**config.mk**
```make
export PLATFORM = sky130hd
export DESIGN_NAME = pipe_hazard_ctrl
export DESIGN_NICKNAME = d
export VERILOG_FILES = /design/src/rtl/pipe_hazard_ctrl.sv
export SDC_FILE = /design/constraint.sdc
export NUM_CORES = 1
export LEC_CHECK = 0
export ABC_CLOCK_PERIOD_IN_PS = 2500
export CAP_MARGIN = 30
export CELL_PAD_IN_SITES_DETAIL_PLACEMENT = 0
export CELL_PAD_IN_SITES_GLOBAL_PLACEMENT = 1
export CORE_ASPECT_RATIO = 0.5
export CORE_MARGIN = 2
export CORE_UTILIZATION = 30
export CTS_BUF_LIST = sky130_fd_sc_hd__clkbuf_16
export DETAILED_ROUTE_END_ITERATION = 8
export GPL_ROUTABILITY_DRIVEN = 1
export PLACE_DENSITY = 0.92
export SYNTH_ARGS = -nofsm -noshare
export SYNTH_HDL_FRONTEND = slang
export SYNTH_SLANG_ARGS = --single-unit
```
**constraint.sdc**
```tcl
create_clock -name clk -period 2.5 [get_ports clk]
set_clock_uncertainty 0.2 [all_clocks]
set_input_delay 0.5 -clock clk [delete_from_list [all_inputs] [get_ports clk]]
set_output_delay 0.5 -clock clk [all_outputs]
set_load 0.01 [all_outputs]
```
**src/rtl/pipe_hazard_ctrl.sv**
```systemverilog
// Hazard and sequencing controller for the 5-stage pipeline: stage write enables,
// ID/EX bubble/flush, EX operand forwarding, load-use/redirect/memory-wait handling.
module pipe_hazard_ctrl #(
    parameter int unsigned LOAD_BUBBLES = 2,
    parameter int unsigned FLUSH_CYCLES = 1
) (
    input  logic       clk,
    input  logic       rst,
    input  logic [4:0] id_rs1,
    input  logic [4:0] id_rs2,
    input  logic       id_use_rs1,
    input  logic       id_use_rs2,
    input  logic [4:0] ex_rs1,
    input  logic [4:0] ex_rs2,
    input  logic [4:0] ex_rd,
    input  logic       ex_reg_we,
    input  logic       ex_link,
    input  logic       ex_mem_read,
    input  logic [4:0] mem_rd,
    input  logic       mem_reg_we,
    input  logic       mem_link,
    input  logic       idex_mem_read,
    input  logic [4:0] idex_rd,
    input  logic       redirect,
    input  logic       dmem_req,
    input  logic       dmem_ready,
    output logic       if_we,
    output logic       id_we,
    output logic       ex_we,
    output logic       mem_we,
    output logic       flush,
    output logic       bubble,
    output logic [2:0] fwd_a,
    output logic [2:0] fwd_b,
    output logic [1:0] state
);

    typedef enum logic [1:0] {
        RUN     = 2'd0,
        LDSTALL = 2'd1,
        FLUSH   = 2'd2,
        MWAIT   = 2'd3
    } state_t;

    localparam logic [1:0] LB_INIT = 2'(LOAD_BUBBLES - 1);
    localparam logic [1:0] FC_INIT = 2'(FLUSH_CYCLES);

    state_t     st, saved_st, eff_st, nxt_st;
    logic [1:0] cnt, fcnt, nxt_cnt, nxt_fcnt;
    logic       in_reset;
    logic       mem_stall, load_use;
    logic [2:0] fwd_a_c, fwd_b_c, fwd_a_q, fwd_b_q;

    function automatic logic [2:0] fwd_sel(
        input logic [4:0] rs,
        input logic [4:0] e_rd,
        input logic       e_we,
        input logic       e_link,
        input logic       e_load,
        input logic [4:0] m_rd,
        input logic       m_we,
        input logic       m_link
    );
        if (e_we && !e_load && e_rd != '0 && e_rd == rs)
            return e_link ? 3'd1 : 3'd2;
        else if (m_we && m_rd != '0 && m_rd == rs)
            return m_link ? 3'd3 : 3'd4;
        else
            return 3'd0;
    endfunction

    assign fwd_a_c = fwd_sel(ex_rs1, ex_rd, ex_reg_we, ex_link, ex_mem_read,
                             mem_rd, mem_reg_we, mem_link);
    assign fwd_b_c = fwd_sel(ex_rs2, ex_rd, ex_reg_we, ex_link, ex_mem_read,
                             mem_rd, mem_reg_we, mem_link);

    assign mem_stall = dmem_req && !dmem_ready;
    assign load_use  = idex_mem_read && idex_rd != '0 &&
                       ((id_use_rs1 && idex_rd == id_rs1) ||
                        (id_use_rs2 && idex_rd == id_rs2));

    // While in MWAIT the interrupted state lives in saved_st; the release cycle acts as that state.
    assign eff_st = (st == MWAIT) ? saved_st : st;

    always_comb begin
        {if_we, id_we, ex_we, mem_we} = '1;
        flush    = 1'b0;
        bubble   = 1'b0;
        fwd_a    = fwd_a_c;
        fwd_b    = fwd_b_c;
        state    = eff_st;
        nxt_st   = eff_st;
        nxt_cnt  = cnt;
        nxt_fcnt = fcnt;
        if (in_reset) begin
            {if_we, id_we, ex_we, mem_we} = '0;
            flush = 1'b1;
            fwd_a = '0;
            fwd_b = '0;
            state = RUN;
        end else if (mem_stall) begin
            {if_we, id_we, ex_we, mem_we} = '0;
            state = MWAIT;
            if (st == MWAIT) begin
                fwd_a = fwd_a_q;
                fwd_b = fwd_b_q;
            end
        end else begin
            case (eff_st)
                RUN, LDSTALL: begin
                    if (redirect) begin
                        flush    = 1'b1;
                        nxt_fcnt = FC_INIT;
                        nxt_cnt  = '0;
                        nxt_st   = (FLUSH_CYCLES > 0) ? FLUSH : RUN;
                    end else if (eff_st == LDSTALL) begin
                        {if_we, id_we} = '0;
                        bubble  = 1'b1;
                        nxt_cnt = cnt - 2'd1;
                        nxt_st  = (cnt <= 2'd1) ? RUN : LDSTALL;
                    end else if (load_use) begin
                        {if_we, id_we} = '0;
                        bubble  = 1'b1;
                        nxt_cnt = LB_INIT;
                        nxt_st  = (LOAD_BUBBLES > 1) ? LDSTALL : RUN;
                    end
                end
                FLUSH: begin
                    flush    = 1'b1;
                    nxt_fcnt = fcnt - 2'd1;
                    nxt_st   = (fcnt <= 2'd1) ? RUN : FLUSH;
                end
                default: nxt_st = RUN;
            endcase
        end
    end

    always_ff @(posedge clk or negedge rst) begin
        if (!rst) begin
            in_reset <= 1'b1;
            st       <= RUN;
            saved_st <= RUN;
            cnt      <= '0;
            fcnt     <= '0;
            fwd_a_q  <= '0;
            fwd_b_q  <= '0;
        end else begin
            in_reset <= 1'b0;
            if (st != MWAIT) begin
                fwd_a_q <= fwd_a_c;
                fwd_b_q <= fwd_b_c;
            end
            if (!in_reset) begin
                if (mem_stall) begin
                    if (st != MWAIT) begin
                        saved_st <= st;
                        st       <= MWAIT;
                    end
                end else begin
                    st   <= nxt_st;
                    cnt  <= nxt_cnt;
                    fcnt <= nxt_fcnt;
                end
            end
        end
    end

endmodule

```
==> results.txt <==
The run finished, with violations left. The final reports fail on negative setup slack. The number of enable flip-flop cells after synthesis is 0, and the final weighted congestion in routability-driven placement is 0.790. Measured along the y axis, the die boundary spans 52.0 µm. Clock-pin slew was measured on the worst setup and hold paths at 0.05 ns. For this run, the top clock speed supported by timing is 368 MHz. In this run the critical register-to-register path is launched from st[1]. For the total nets after synthesis, the log shows 215.

The final worst slack is -0.214 ns. The initialized floorplan defines 17 standard-cell rows. The later pin in the worst-skew pair is clocked with a latency of 0.25 ns.

Cells with a size suffix above 1 make up 48.1% of the layout. STA puts the critical path data arrival time at 2.01 ns. Number of global-route vias before repair: 1713.

The worst setup path is of the in2out kind. The path depth of the worst reg2reg path was 6; the total congestion overflow after global routing was 0. Entering global routing, the biggest net connects 17 pins. Power comes to 1.19 mW.

The tools report the terminus of the critical flop-to-flop path as st[1]. Measured against its own limit, the worst slew margin works out to 54.8%. Total number of cells along the worst setup path: 6. The kind of cell adding the most delay to the critical path was compound AO/OA/AOI/OAI gates. In this design, the stage delay of the slowest critical-path cell is 0.56 ns. Die outline width: 100 µm.

The startpoint type of the worst setup path was an input port. Each instance of the synthesized netlist takes up on average 8.38 µm². The sink count of the clock tree is 15, and the final hold violation count is 0. Counting flops with an async set or reset pin after synthesis yields a share of 100%.

At the worst endpoint, the required time is 1.80 ns. The floorplan step defined a die boundary enclosing 5200 µm². The final critical delay including setup and external delays was 2.71 ns; the total power divided by cell area was 457 nW/µm². The synthesized netlist occupies a cell area of 1380 µm². The effective utilization at floorplan was 31.3%. The logs give 1.19 nW for the static leakage and 0 for the number of pins with negative max-slew slack in the final report. The library cell contributing the largest single delay on the critical path is sky130_fd_sc_hd__or4_4. The wire length of the first global-routing pass is 7530 µm.

The sequential area share after synthesis was 27.2%; the post-route worst hold slack was 0.273 ns. TritonCTS built the clock tree. The worst-path maximum fanout is 3, and the flip-flop and latch count after synthesis is 15. During placement, the flow inserted port buffers numbering 61.

The tree is rooted in a sky130_fd_sc_hd__clkbuf_16. Synthesis produced a netlist whose cell count is 165. The floorplan step defined a core boundary enclosing 4420 µm². For the placed wire-length estimate after detailed placement, the log shows 3370 µm. The logs give 4 for the number of optimization iterations in the first detailed-route pass and 0 for the number of antenna repair diodes. Walking the worst path, the cells encountered are buf_8, or4_4, o211ai_4, o21ai_0, o32ai_2, clkdlybuf4s15_2. Using the TritonRoute via totals, the vias-per-cell ratio works out to 4.92. Counting distinct cell types in the post-synthesis netlist gives 42.

The measured slew at the worst slew-check pin came out at 0.675 ns. The setup check on the worst reg-to-reg path leaves a slack of 0.68 ns. For the number of top-level pins, the log shows 62. After filler insertion, the fill cell instance count of the layout stands at 383. The number of buffers and inverters on the critical path is 2.

In this run the worst setup path begins at ex_rd[2]. The worst setup path is captured at an output port. Setup repair after global routing could not meet its margin everywhere. After the first detailed-routing iteration, the DRC count stood at 22. The initial antenna violation count came out at 0.

The area growth from synthesis to layout is 88.3%. The global-route usage over all layers was 18.4%; the setup violation total in the final timing report was 7. The number of clock buffers added by TritonCTS is 3. The Yosys step of the flow raised 0 warnings. Across the run, the number of max-cap violations was 0. Summing over every cut layer, the via total after detailed routing is 1608.

The last element of the critical path is fwd_b[2]. The net count of the finished layout is 321. For the residual DRC count, the log shows 0.

For the count of nets left with antenna violations after detail routing, the log shows 0. For this run, the leading register cell type out of synthesis is sky130_fd_sc_hd__dfrtp_1. The maximum resistive drop on vdd was 0.000230 V. In this run the worst hold path is classified as reg2reg.

The number of H-tree branching levels was 1; the number of buffers on the longest clock path was 2. The wire length reported by the detailed router was 4590 µm; the routed length per instance was 14.0 µm. The share of the cycle needed by the critical path after routing is 109%.
-- synth_stat cells, drive strengths merged, types with 2 or more instances --
master,n,share of area [%]
buf,2,1.1
nand4,4,1.8
nor4,6,3.2
dfrtp,14,25
inv,6,1.6
xor2,14,8.9
xnor2,16,10
a31oi,4,1.8
or4,3,1.9
o31ai,3,1.6
and2,2,0.90
nand2b,6,2.7
clkbuf,4,1.1
a21oi,8,2.9
ha,2,1.8
nor2b,2,0.90
a311oi,4,4.3
o32ai,2,1.3
o21a,2,1.1
nand3b,2,2.9
o21ai,11,4.3
nand2,9,2.4
nor3,4,1.4
nand3,2,0.72
nor2,20,5.4
-- sequential cells by signal (all words and copies together), names as in the netlist --
| name | cells |
|---|---|
| fwd_b_q | 3 |
| saved_st | 2 |
| in_reset | 1 |
| cnt | 2 |
| fwd_a_q | 3 |
| st | 2 |
| fcnt | 2 |
-- final cells by class --
| class | instances | area (µm²) | share of cell area, % |
|---|---|---|---|
| flip-flops and latches | 15 | 377 | 14.5 |
| multi-input cells | 137 | 1200 | 46.1 |
| well taps | 57 | 71.3 | 2.74 |
| clock inverters | 1 | 7.51 | 0.288 |
| repair buffers | 107 | 847 | 32.5 |
| inverters | 7 | 26.3 | 1.01 |
| clock buffers | 3 | 75.1 | 2.88 |
-- worst min path at each step --
stage | from | to | slack [ns] | depth (start not counted)
after floorplan | rst | cnt[0] | 0.004 | 0
after global placement | fwd_b_q[2] | fwd_b_q[2] | 0.27 | 2
after detailed placement | fwd_a_q[2] | fwd_a_q[2] | 0.26 | 2
after CTS | fwd_a_q[2] | fwd_a_q[2] | 0.28 | 2
after global routing | fwd_a_q[2] | fwd_a_q[2] | 0.32 | 2
final | fwd_a_q[2] | fwd_a_q[2] | 0.27 | 2
-- through the flow --
stage | std cells | TNS (ns) | util [%] | instance area (µm²) | setup slack [ns]
after CTS | 328 | -0.941 | 57.3 | 2530 | -0.269
after floorplan | 165 | 0 | - | 1380 | 0.0660
final | 327 | -0.905 | 58.9 | 2600 | -0.214
after global placement | 309 | -9.05 | 51.4 | 2270 | -1.03
after detailed placement | 309 | -9.66 | 51.4 | 2270 | -1.06
after global routing | 327 | -1.28 | 58.9 | 2600 | -0.257
-- kinds of logic (layout without fill, tap and decap cells) --
kind of cell	after synthesis	in the layout	synth area share, %
AND/OR/NAND/NOR	62	62	25.2
flip-flops	15	15	27.2
buffers and inverters	13	118	4.07
other	1	1	0.271
adder cells (fa/ha/maj)	2	2	1.81
XOR/XNOR	30	30	19.0
AO/OA/AOI/OAI	42	42	22.4
-- layout by cell type (no fill, tap or decap), types with 2 or more instances in the layout --
master,synthesis,layout
sky130_fd_sc_hd__nor2_1,20,17
sky130_fd_sc_hd__clkdlybuf4s50_1,0,8
sky130_fd_sc_hd__a311oi_2,4,4
sky130_fd_sc_hd__xnor2_1,16,8
sky130_fd_sc_hd__buf_8,0,2
sky130_fd_sc_hd__xor2_2,0,2
sky130_fd_sc_hd__ha_1,2,2
sky130_fd_sc_hd__dfrtp_1,14,14
sky130_fd_sc_hd__dlygate4sd2_1,0,12
sky130_fd_sc_hd__nand3b_4,2,2
sky130_fd_sc_hd__nand4_1,4,4
sky130_fd_sc_hd__nand2_1,9,7
sky130_fd_sc_hd__clkdlybuf4s15_2,0,2
sky130_fd_sc_hd__inv_1,6,6
sky130_fd_sc_hd__clkdlybuf4s15_1,0,3
sky130_fd_sc_hd__nor4_2,1,2
sky130_fd_sc_hd__o21ai_0,9,7
sky130_fd_sc_hd__buf_2,0,24
sky130_fd_sc_hd__nor3_1,4,3
sky130_fd_sc_hd__a31oi_1,4,4
sky130_fd_sc_hd__clkbuf_2,0,3
sky130_fd_sc_hd__xnor2_2,0,8
sky130_fd_sc_hd__buf_4,2,41
sky130_fd_sc_hd__clkbuf_16,0,3
sky130_fd_sc_hd__buf_6,0,11
sky130_fd_sc_hd__nand2b_1,6,5
sky130_fd_sc_hd__nor4_4,0,3
sky130_fd_sc_hd__o21a_1,2,2
sky130_fd_sc_hd__nor2_2,0,2
sky130_fd_sc_hd__xor2_1,14,12
sky130_fd_sc_hd__o31ai_1,3,3
sky130_fd_sc_hd__a21oi_1,8,8
sky130_fd_sc_hd__or4_4,1,3
sky130_fd_sc_hd__o21ai_2,1,2
-- report_power, final --
group / switching [mW] / leakage [nW] / internal [mW]
combinational: 0.273 / 0.966 / 0.254
clock: 0.106 / 0.0371 / 0.216
sequential: 0.0387 / 0.186 / 0.303
-- worst reg2reg max path: cells and delay by family (launching register included) --
family	cells	cell delay [ns]
and+or+nand+nor	3	0.51
AOI/OAI and AO/OA	2	0.47
DFF	1	0.37
buffers and inverters	1	0.15
-- per-layer routing --
metal | global-route usage (%) | up-vias | wire (µm)
met5 | 0 | - | 0
li1 | - | 798 | -
met2 | 37.4 | 59 | 2430
met1 | 18.9 | 739 | 1740
met4 | 8.22 | 0 | 126
met3 | 3.36 | 12 | 293
-- what timing repair did --
item | 4_1_cts | 5_1_grt
pin swaps | 40 | 21
hold buffers | 0 | 0
setup buffers | 17 | 1
resized for setup | 201 | 24
setup endpoints to repair | 14 | 12
No activity file was read; power rests on OpenSTA's default activity.
